[src/rtl/s1_pkg.sv]
// Shared decode control-word field positions and scoreboard FSM state type.
package s1_pkg;

   localparam int unsigned AluBsel    = 0;
   localparam int unsigned Brh        = 4;
   localparam int unsigned MemWe      = 7;
   localparam int unsigned RegWe      = 9;
   localparam int unsigned RegInselHi = 11;
   localparam int unsigned RegInselLo = 10;

   typedef enum logic {
      StRun,
      StDrain
   } sb_state_e;

   function automatic logic [1:0] reg_insel(input logic [11:0] cw);
      return cw[RegInselHi:RegInselLo];
   endfunction

endpackage

[src/rtl/sat_counter.sv]
// Saturating up-counter with synchronous reset, synchronous clear and count enable.
module sat_counter #(
   parameter int unsigned Width = 8
) (
   input  logic             clk,
   input  logic             rst,
   input  logic             en,
   input  logic             clr,
   output logic [Width-1:0] count
);

   logic [Width-1:0] count_q, count_d;

   always_comb begin
      count_d = count_q;
      if (clr) begin
         count_d = '0;
      end else if (en && (count_q != '1)) begin
         count_d = count_q + Width'(1);
      end
   end

   always_ff @(posedge clk) begin
      if (rst) begin
         count_q <= '0;
      end else begin
         count_q <= count_d;
      end
   end

   assign count = count_q;

endmodule

[src/rtl/hazard_scoreboard.sv]
// Decode-stage RAW/WAW interlock: tracks in-flight register writes and drains them before fences.
module hazard_scoreboard
   import s1_pkg::*;
#(
   parameter int unsigned NREGS         = 32,
   parameter int unsigned STALL_CNT_W   = 16,
   parameter int unsigned DRAIN_TIMEOUT = 255
) (
   input  logic                     clk,
   input  logic                     rst,
   input  logic                     clk_en,
   input  logic                     id_valid,
   input  logic [11:0]              id_control_word,
   input  logic [$clog2(NREGS)-1:0] id_rs1,
   input  logic [$clog2(NREGS)-1:0] id_rs2,
   input  logic [$clog2(NREGS)-1:0] id_rd,
   input  logic                     id_fence,
   input  logic                     wb_clr,
   input  logic [$clog2(NREGS)-1:0] wb_rd,
   output logic                     id_stall,
   output logic                     issue,
   output logic                     busy,
   output logic [NREGS-1:0]         pending,
   output logic [STALL_CNT_W-1:0]   stall_cycles,
   output logic                     sb_error
);

   localparam int unsigned DrainW = $clog2(DRAIN_TIMEOUT + 1);

   logic [NREGS-1:0]  pending_q, pending_d;
   sb_state_e         state_q, state_d;
   logic              sb_error_q;
   logic [DrainW-1:0] drain_cnt;
   logic              use_rs1, use_rs2, reg_we, hazard;
   logic              stall_en, drain_en, drain_clr;

   always_comb begin
      reg_we  = id_control_word[RegWe];
      use_rs1 = |id_control_word;
      use_rs2 = ~id_control_word[AluBsel] | id_control_word[Brh] | id_control_word[MemWe];
      hazard  = (use_rs1 && (id_rs1 != '0) && pending_q[id_rs1]) ||
                (use_rs2 && (id_rs2 != '0) && pending_q[id_rs2]) ||
                (reg_we  && (id_rd  != '0) && pending_q[id_rd]);
      id_stall = id_valid & (hazard | (id_fence & busy) | (state_q == StDrain));
      issue    = id_valid & ~id_stall;
   end

   // Set is applied after clear so a same-register collision resolves to set.
   always_comb begin
      pending_d = pending_q;
      if (wb_clr) begin
         pending_d[wb_rd] = 1'b0;
      end
      if (issue && reg_we && (id_rd != '0)) begin
         pending_d[id_rd] = 1'b1;
      end
      pending_d[0] = 1'b0;
   end

   always_comb begin
      state_d = state_q;
      unique case (state_q)
         StRun:   if (id_valid && id_fence && busy) state_d = StDrain;
         StDrain: if (pending_d == '0) state_d = StRun;
      endcase
   end

   always_ff @(posedge clk) begin
      if (rst) begin
         pending_q  <= '0;
         state_q    <= StRun;
         sb_error_q <= 1'b0;
      end else if (clk_en) begin
         pending_q <= pending_d;
         state_q   <= state_d;
         // The counter reaches the timeout on this same edge.
         if ((state_q == StDrain) && (drain_cnt == DrainW'(DRAIN_TIMEOUT - 1))) begin
            sb_error_q <= 1'b1;
         end
      end
   end

   assign stall_en  = clk_en & id_stall;
   assign drain_en  = clk_en & (state_q == StDrain);
   assign drain_clr = clk_en & (state_q == StRun);

   sat_counter #(
      .Width(STALL_CNT_W)
   ) u_stall_cnt (
      .clk  (clk),
      .rst  (rst),
      .en   (stall_en),
      .clr  (1'b0),
      .count(stall_cycles)
   );

   sat_counter #(
      .Width(DrainW)
   ) u_drain_cnt (
      .clk  (clk),
      .rst  (rst),
      .en   (drain_en),
      .clr  (drain_clr),
      .count(drain_cnt)
   );

   assign busy     = |pending_q;
   assign pending  = pending_q;
   assign sb_error = sb_error_q;

endmodule

[config.mk]
export PLATFORM = sky130hd
export DESIGN_NAME = hazard_scoreboard
export DESIGN_NICKNAME = d
export VERILOG_FILES = /design/src/rtl/s1_pkg.sv /design/src/rtl/sat_counter.sv /design/src/rtl/hazard_scoreboard.sv
export SDC_FILE = /design/constraint.sdc
export NUM_CORES = 1
export LEC_CHECK = 0
export CORE_UTILIZATION = 30
export CTS_CLUSTER_DIAMETER = 40
export DETAILED_ROUTE_END_ITERATION = 10
export DONT_BUFFER_PORTS = 1
export SETUP_SLACK_MARGIN = 0.02
export SLEW_MARGIN = 30
export SYNTH_ARGS = -nofsm -noshare
export SYNTH_HDL_FRONTEND = slang
export SYNTH_SLANG_ARGS = --single-unit
export TNS_END_PERCENT = 100
[constraint.sdc]
create_clock -name clk -period 5 [get_ports clk]
set_input_delay 1.5 -clock clk [delete_from_list [all_inputs] [get_ports clk]]
set_output_delay 1.5 -clock clk [all_outputs]
set_load 0.01 [all_outputs]
# ---- After elaboration in Yosys (flattened, before gate mapping)
# Index checks and enable logic that the tools add are counted.
# W data, S select, Z words.
dict set report classes {
  n_eq_ne 3
  n_addsub 2
  muxes 15
  magnitude_cmp 6
  n_reduce_logical 25
  bitwise 16
}
# operator count
set op_table {}
lappend op_table {{$mux W32} 2}
lappend op_table {{$and A32 B32 Y32} 1}
lappend op_table {{$logic_not A32 Y1} 1}
lappend op_table {{$not A32 Y32} 1}
lappend op_table {{$or A32 B32 Y32} 1}
lappend op_table {{$reduce_or A31 Y1} 1}
lappend op_table {{$lt A5 B6 Y1 const B} 4}
lappend op_table {{$add A16 B1 Y16 const B} 1}
lappend op_table {{$ne A16 B16 Y1 const B} 1}
lappend op_table {{$bmux W1 S5} 3}
lappend op_table {{$logic_and A1 B1 Y1} 15}
lappend op_table {{$reduce_bool A5 Y1} 3}
lappend op_table {{$reduce_or A12 Y1} 1}
lappend op_table {{$demux W1 S5} 2}
lappend op_table {{$ge A5 B1 Y1 const B} 2}
lappend op_table {{$add A8 B1 Y8 const B} 1}
lappend op_table {{$eq A8 B8 Y1 const B} 1}
lappend op_table {{$ne A8 B8 Y1 const B} 1}
lappend op_table {{$mux W1} 7}
lappend op_table {{$and A1 B1 Y1} 6}
lappend op_table {{$or A1 B1 Y1} 4}
lappend op_table {{$not A1 Y1} 3}
lappend op_table {{$logic_or A1 B1 Y1} 2}
lappend op_table {{$pmux W1 S2} 1}
lappend op_table {{other kinds (2)} 2}
dict set report totals {
  regBits 57
  out_inout_bits 52
  input_bits 38
}

# ---- Depth between registers and ports, before layout
# Gate-level depths: netlist of run 1.
dict set report logic_depth {
  ltp_word 18
  mapped_depth 11
  depth_no_buf 7
}

# ---- By module
# From an unflattened synthesis of run 1, not the netlist that was laid out.
dict set report hier_totals {
  hier_cells 533
  hier_area_um2 4550.6
}
# mod n_inst cells_each area_each_um2
set modules_own_cells {}
lappend modules_own_cells {hazard_scoreboard 1 384 3198.1}
lappend modules_own_cells {{sat_counter at u_stall_cnt} 1 102 917.1}
lappend modules_own_cells {{sat_counter at u_drain_cnt} 1 47 435.4}

# ---- Worst setup path after synthesis of run 1
# OpenSTA, ideal clock, no wires.
dict set report synth_path {
  path_kind {in2out}
  start {input id_rs1[0]}
  end {output issue}
  required_ns 3.500
  slack_ns -0.273
  t_arrival_ns 3.773
  stages 9
  cell_sequence {buf_4 > mux4_2 > mux4_2 > and3_1 > a31o_1 > nor4_4 > buf_4 > buf_6 > and2_1}
}
dict set report synth_via {
  elab_chain_len 10
}
# element line
set synth_lines {}
lappend synth_lines {{from (decl)} hazard_scoreboard.sv:14} ;# input logic [$clog2(NREGS)-1:0] id_rs1,
lappend synth_lines {{$bmux W1 S5 / $reduce_bool A5 Y1 (equally long branches)} hazard_scoreboard.sv:41} ;# hazard = (use_rs1 && (id_rs1 != '0) && pending_q[id_rs1]) ||
lappend synth_lines {{$mux W1 (not written as such) / $logic_and A1 B1 Y1 (equally long branches)} hazard_scoreboard.sv:41}
lappend synth_lines {{$logic_and A1 B1 Y1 (*)} hazard_scoreboard.sv:41}
lappend synth_lines {{$logic_or A1 B1 Y1 (*)} hazard_scoreboard.sv:41}
lappend synth_lines {{$logic_or A1 B1 Y1 (*)} hazard_scoreboard.sv:42} ;# (use_rs2 && (id_rs2 != '0) && pending_q[id_rs2]) ||
lappend synth_lines {{$or A1 B1 Y1 (*) (2 in series)} hazard_scoreboard.sv:44} ;# id_stall = id_valid & (hazard | (id_fence & busy) | (state_q == StDrain));
lappend synth_lines {{$and A1 B1 Y1 (*)} hazard_scoreboard.sv:44}
lappend synth_lines {{$not A1 Y1 (*)} hazard_scoreboard.sv:45} ;# issue = id_valid & ~id_stall;
lappend synth_lines {{$and A1 B1 Y1 (*)} hazard_scoreboard.sv:45}
lappend synth_lines {{to (decl)} hazard_scoreboard.sv:21} ;# output logic issue,
# Every way passes the cells marked *; elsewhere a longest branch is shown, timed or not. The select of a mux whose other input is x is not followed.

# ---- Worst setup path after layout of run 1
# Ends and elaborated chain as after synthesis.

==> flow_metrics.tcl, run 1 <==
set metrics [dict create \
    synth-seq-cells 57 \
    drc 0 \
    routed_wl_um 13200 \
    slew_viol_final 0 \
    rows 41 \
    die_width_um 116 \
    drt.antenna.violating_nets 0 \
    cts_tree "built" \
    finalHoldViolCount 0 \
    power_leakage_nw 1.41 \
    ys_types 62 \
    nNetsFinal 470 \
    most-common-layout-cells "dfxtp_1 (57), o21ai_0 (38), o21ai_1 (30)" \
    cts_sinks 57 \
    grtUsageTotal_pct 20.6 \
    overflow 0 \
    slew_headroom_pct 61.7 \
    grt_pass1_wl_um 20900 \
    die_y_um 116 \
    clockBufferDepth 2 \
    cp-start-kind "input pin" \
    fmaxAchievable_mhz 210 \
    synthesis.area_um2 3890 \
    peakVddDrop_mv 0.164 \
    end_kind "primary output" \
    antenna_cells 0 \
    worst-setup-path-type "in2out" \
    synth_nets 483 \
    final-setup-viol-count 0 \
    wl_per_cell_um 21.8 \
    whs_ns 0.497 \
    skew_ns 0.0102 \
    hpwlAfterDp_um 9540 \
    numPortBuffers 0 \
    rsz0062_at_grt "false" \
    synth_top_flop_cell "dfxtp_1" \
    synthArstFlopShare_pct 0 \
    place_inst 590 \
    tightest_slew_ns 0.573 \
    grt_max_degree 34 \
    antenna_found_initial 0 \
    dr_total_vias 3755 \
    grt_pass1_vias 3704 \
    dieArea_um2 13400 \
    critPathMaxFanout 9 \
    avgSynthCellArea_um2 8.80 \
    period_needed_ns 4.76 \
    clk_latency_ns 0.33 \
    status "completed" \
    core_area_um2 12600 \
    yosys_warnings 0 \
    synth_top_area_cell "dfxtp_1" \
    first_pass_iters 5 \
    final_common_cell "dfxtp_1" \
    cts_buffers 9 \
    cp.arrival_ns 3.26 \
    power_density_nw_per_um2 280 \
    yosysSeqAreaShare_pct 29.3 \
    initial_core_util_pct 30.8 \
    cts_resized 0 \
    hp-class "reg2reg" \
    fin_crit_sh_pct 95.3 \
    ctsHtreeMaxLevel 3 \
    place.gp.congestion 0.999 \
    fillCellCount 1312 \
    synth_cells 442 \
    synthToLayoutAreaGrowth_pct 11.2 \
    drt_iter0_markers 355 \
    finalNonFillerCells 606 \
    via_per_inst 6.20 \
    netlist.area_leader.share_pct 29.3 \
    pin_count 90 \
    synth-edff-count 0 \
    path_clk_slew_ns 0.05 \
    crit_required_ns 3.50 \
    root_buffer "clkbuf_16" \
    synthTopCellsByArea "dfxtp_1 (29%), mux4_2 (9.8%), o211ai_1 (5.0%)" \
    drv_cap 0 \
    drive_gt1_share_pct 13.4 \
]
-- path summary, 6_finish.rpt --
| kind | startpoint | endpoint | slack, ns | cells after the start |
|---|---|---|---|---|
| worst min register to register | u_drain_cnt.count[7]$_SDFFE_PP0P_ | u_drain_cnt.count[7]$_SDFFE_PP0P_ | 0.50 | 2 |
| worst max register to register | pending[27]$_SDFFE_PP0P_ | pending[4]$_SDFFE_PP0P_ | 1.91 | 8 |
| worst max-delay path | id_rs1[0] | issue | 0.24 | 6 |
| worst min-delay path | u_drain_cnt.count[7]$_SDFFE_PP0P_ | u_drain_cnt.count[7]$_SDFFE_PP0P_ | 0.50 | 2 |
-- final cells by class --
class / instances / area [um2] / share of cell area, %
repair buffers: 3 / 22.5 / 0.521
clock inverters: 2 / 60.1 / 1.39
flip-flops and latches: 57 / 1140 / 26.4
clock buffers: 14 / 264 / 6.11
well taps: 172 / 215 / 4.98
multi-input cells: 353 / 2600 / 60.2
inverters: 5 / 18.8 / 0.434
-- power breakdown --
part	switching, mW	internal [mW]
logic	0.0492	0.0301
clock network	0.207	0.463
registers	0.00385	0.456
total	0.260	0.950
-- registers in the layout, indices dropped and copies added, names as in the netlist --
name,count
u_drain_cnt.count,8
state_q,1
u_stall_cnt.count,16
pending,31
sb_error,1
-- cell families (layout without fill, tap and decap cells) --
family	count (synthesis)	count (layout)	synth area share (%)
xor+xnor	5	5	1.13
mux	42	42	17.1
compound gates	136	136	21.7
flops	57	57	29.3
simple gates	166	166	25.8
buf+inv	32	24	3.83
fa+ha+maj	3	3	0.965
other cells	1	1	0.0964
-- stage by stage --
stage               util [%]  total power [mW]  instance area [um2]  setup WS, ns  TNS [ns]
detailed placement      31.7             0.548                 4000        0.0807         0
CTS                     34.3              1.22                 4320        0.0807         0
finish                  34.3              1.21                 4320         0.237         0
global placement        31.7             0.546                 4000        0.0765         0
global route            34.3              1.24                 4320         0.162         0
floorplan                  -             0.549                 3900        -0.182    -0.288
-- per-layer routing --
layer  GRT usage [%]  vias to the layer above  routed length (um)
met4            8.72                        0                 252
met5               0                        -                   0
li1                -                     1720                   -
met1            26.4                     1848                5690
met2            32.1                      172                6050
met3            6.38                       15                1220
-- critical path, stage by stage --
cell	delay [ns]
mux4_2	0.46
mux4_2	0.46
and3_1	0.15
a31o_1	0.21
nor4_4	0.25
and2_4	0.22
-- Yosys cell counts, types with 4 or more instances --
cell type / instances
o211ai_1: 26
o21ai_0: 38
nor2b_1: 14
a21oi_1: 11
mux4_2: 17
o21ai_1: 30
o41ai_1: 4
or4_1: 7
buf_2: 5
nand3_1: 14
or2_2: 5
nand3b_1: 5
clkbuf_1: 12
nand2_1: 26
nand4_1: 15
buf_4: 4
dfxtp_1: 57
inv_1: 5
mux2_1: 13
or3_1: 5
mux2i_1: 5
buf_1: 5
mux2_2: 5
nor2_1: 27
and3_1: 5
nor4_1: 15
-- what timing repair did --
item                       CTS  global route
buffers inserted             0             0
setup endpoints to repair    0             1
hold buffers                 0             0
hold endpoints to repair     0             0
(Power assumes the default switching activity.)
==> run 2, diff against run 1 <==
--- a/config.mk
+++ b/config.mk
@@ -5,6 +5,7 @@
 export SDC_FILE = /design/constraint.sdc
 export NUM_CORES = 1
 export LEC_CHECK = 0
+export CAP_MARGIN = 20
 export CORE_UTILIZATION = 30
 export CTS_CLUSTER_DIAMETER = 40
 export DETAILED_ROUTE_END_ITERATION = 10
==> results of run 2 <==
Same layout as run 1: the final DEF is identical, and so are final timing and power.
==> run 3, diff against run 2 <==
--- a/config.mk
+++ b/config.mk
@@ -5,12 +5,13 @@
 export SDC_FILE = /design/constraint.sdc
 export NUM_CORES = 1
 export LEC_CHECK = 0
+export ABC_CLOCK_PERIOD_IN_PS = 5000
 export CAP_MARGIN = 20
-export CORE_UTILIZATION = 30
+export CORE_UTILIZATION = 55
 export CTS_CLUSTER_DIAMETER = 40
 export DETAILED_ROUTE_END_ITERATION = 10
 export DONT_BUFFER_PORTS = 1
-export SETUP_SLACK_MARGIN = 0.02
+export PLACE_DENSITY = 0.73
 export SLEW_MARGIN = 30
 export SYNTH_ARGS = -nofsm -noshare
 export SYNTH_HDL_FRONTEND = slang
==> run 3 against run 2 <==
Compared with the run above:
- count of clock-buffer cells in the layout shrank 3
- combinational power shrank 3.5%
- register-to-register slack lost 0.10 ns
- sequential share of layout area grew 1.4 points
- worst setup slack lost 0.10 ns
- global-route usage grew 14 points
- maximum frequency shrank 2.1%
- critical path depth is the same
- cell area shrank 4.9%
- clock skew is essentially flat
- first-iteration DRC count grew 15%
- hold slack lost 0.0084 ns
- largest cell class unchanged
- largest power group unchanged
- highest routed layer unchanged
==> flow_metrics.tcl, run 3 (same netlist as run 1, synthesis figures left out) <==
set metrics [dict create \
    status "completed" \
    crit_buf_inv 0 \
    hp-class "reg2reg" \
    power_leakage_nw 1.36 \
    cts_resized 0 \
    dp_slack_ns 0.125 \
    final-setup-viol-count 0 \
    r2r_slack_ns 1.81 \
    via_per_inst 7.32 \
    cp-start-kind "input pin" \
    drive_gt1_share_pct 13.4 \
    cts_tree "built" \
    dieArea_um2 7410 \
    fin_area_um2 4110 \
    ctsHtreeMaxLevel 3 \
    routed-wl-met2_um 5540 \
    clk_latency_ns 0.34 \
    routed_wl_um 12300 \
    final_common_cell "dfxtp_1" \
    grt_pass1_wl_um 19200 \
    grtUsageTotal_pct 34.2 \
    place_inst 512 \
    root_buffer "clkbuf_8" \
    hpwlAfterDp_um 8740 \
    slowest_delay_ns 0.48 \
    die_width_um 86.1 \
    path_delay_family "multiplexers" \
    wl_per_cell_um 23.3 \
    routedLengthMet1_um 4950 \
    finalNonFillerCells 528 \
    reg2reg_to "pending[24]$_SDFFE_PP0P_" \
    dr_total_vias 3863 \
    finalHoldViolCount 0 \
    skew_ns 0.00994 \
    crit_top_cell "mux4_2" \
    met3_length_um 1570 \
    r2r-start "pending[16]$_SDFFE_PP0P_" \
    die_y_um 86.1 \
    top_layer "met4" \
    period_needed_ns 4.86 \
    antenna_found_initial 0 \
    grt_pass1_vias 3519 \
    reg2reg_depth 8 \
    rows 30 \
    path_clk_slew_ns 0.06 \
    hp-start "u_drain_cnt.count[7]$_SDFFE_PP0P_" \
    peakVddDrop_mv 0.151 \
    largest_register_ffs 31 \
    nNetsFinal 468 \
    place_area_um2 3890 \
    power_density_nw_per_um2 249 \
    drv_cap 0 \
    overflow 0 \
    pin_count 90 \
    hold_depth 2 \
    cts_sinks 57 \
    grt_max_degree 34 \
    drt_iter0_markers 408 \
    cpMaxStageDelayCell "mux4_2" \
    final_util_pct 60.5 \
    drt.antenna.violating_nets 0 \
    tightest_slew_ns 0.716 \
    post_cts_buffers 0 \
    core_area_um2 6790 \
    worst-setup-path-type "in2out" \
    place.gp.congestion 1.01 \
    numPortBuffers 0 \
    fin_crit_sh_pct 97.3 \
    fmaxAchievable_mhz 206 \
    initial_core_util_pct 57.2 \
    end_kind "primary output" \
    slew_viol_final 0 \
    worstPathCellList "mux4_2, mux4_2, and3_1, a31o_1, nor4_4, and2_4" \
    cp.arrival_ns 3.36 \
    hold_buffers 0 \
    antenna_cells 0 \
    slew_headroom_pct 52.1 \
    startpoint "id_rs1[0]" \
    worst_slack_ns 0.137 \
    crit_required_ns 3.50 \
    synthToLayoutAreaGrowth_pct 5.66 \
    crit_cells 6 \
    power_mw 1.02 \
    clockBufferDepth 2 \
    rsz0062_at_grt "false" \
    first_pass_iters 5 \
    most-common-layout-cells "dfxtp_1 (57), o21ai_0 (38), o21ai_1 (30)" \
    cts_buffers 9 \
    drc 0 \
    critPathMaxFanout 9 \
    holdPathEnd "u_drain_cnt.count[7]$_SDFFE_PP0P_" \
]
run 3: worst max path at each step:
stage,slack [ns],to
after floorplan,-0.18,issue
after global placement,0.15,issue
after detailed placement,0.12,issue
after CTS,0.13,issue
after global routing,0.08,issue
final,0.14,issue
run 3: tightest hold or removal path, cell delays in order (launching register included):
cell and delay (ns):
dfxtp_1 0.32, o21ai_0 0.07, a21oi_1 0.06
run 3: per-stage QoR:
step / TNS (ns) / hold WS (ns)
after floorplan: -0.288 / 0.458
after global placement: 0 / 0.467
after detailed placement: 0 / 0.481
after CTS: 0 / 0.489
after global routing: 0 / 0.547
final: 0 / 0.488
run 3: cell type report:
cell class,count,area [um2]
inverters,5,18.8
clock buffers,11,141
fillers,634,2690
multi-input cells,353,2600
flip-flops and latches,57,1140
clock inverters,5,78.8
repair buffers,1,7.51
well taps,96,120
run 3: where the power goes:
part | leakage [nW] | internal [mW] | switching, mW | total [mW]
combinational | 0.786 | 0.0288 | 0.0477 | 0.0765
clock | 0.113 | 0.294 | 0.192 | 0.486
sequential | 0.459 | 0.455 | 0.00404 | 0.459
total | 1.36 | 0.778 | 0.244 | 1.02
run 3: metal layers:
metal  vias up  global-route usage (%)
met5         -                       0
met4         0                    10.5
met3        36                    10.3
met2       253                    52.5
met1      1859                    46.3
li1       1715                       -
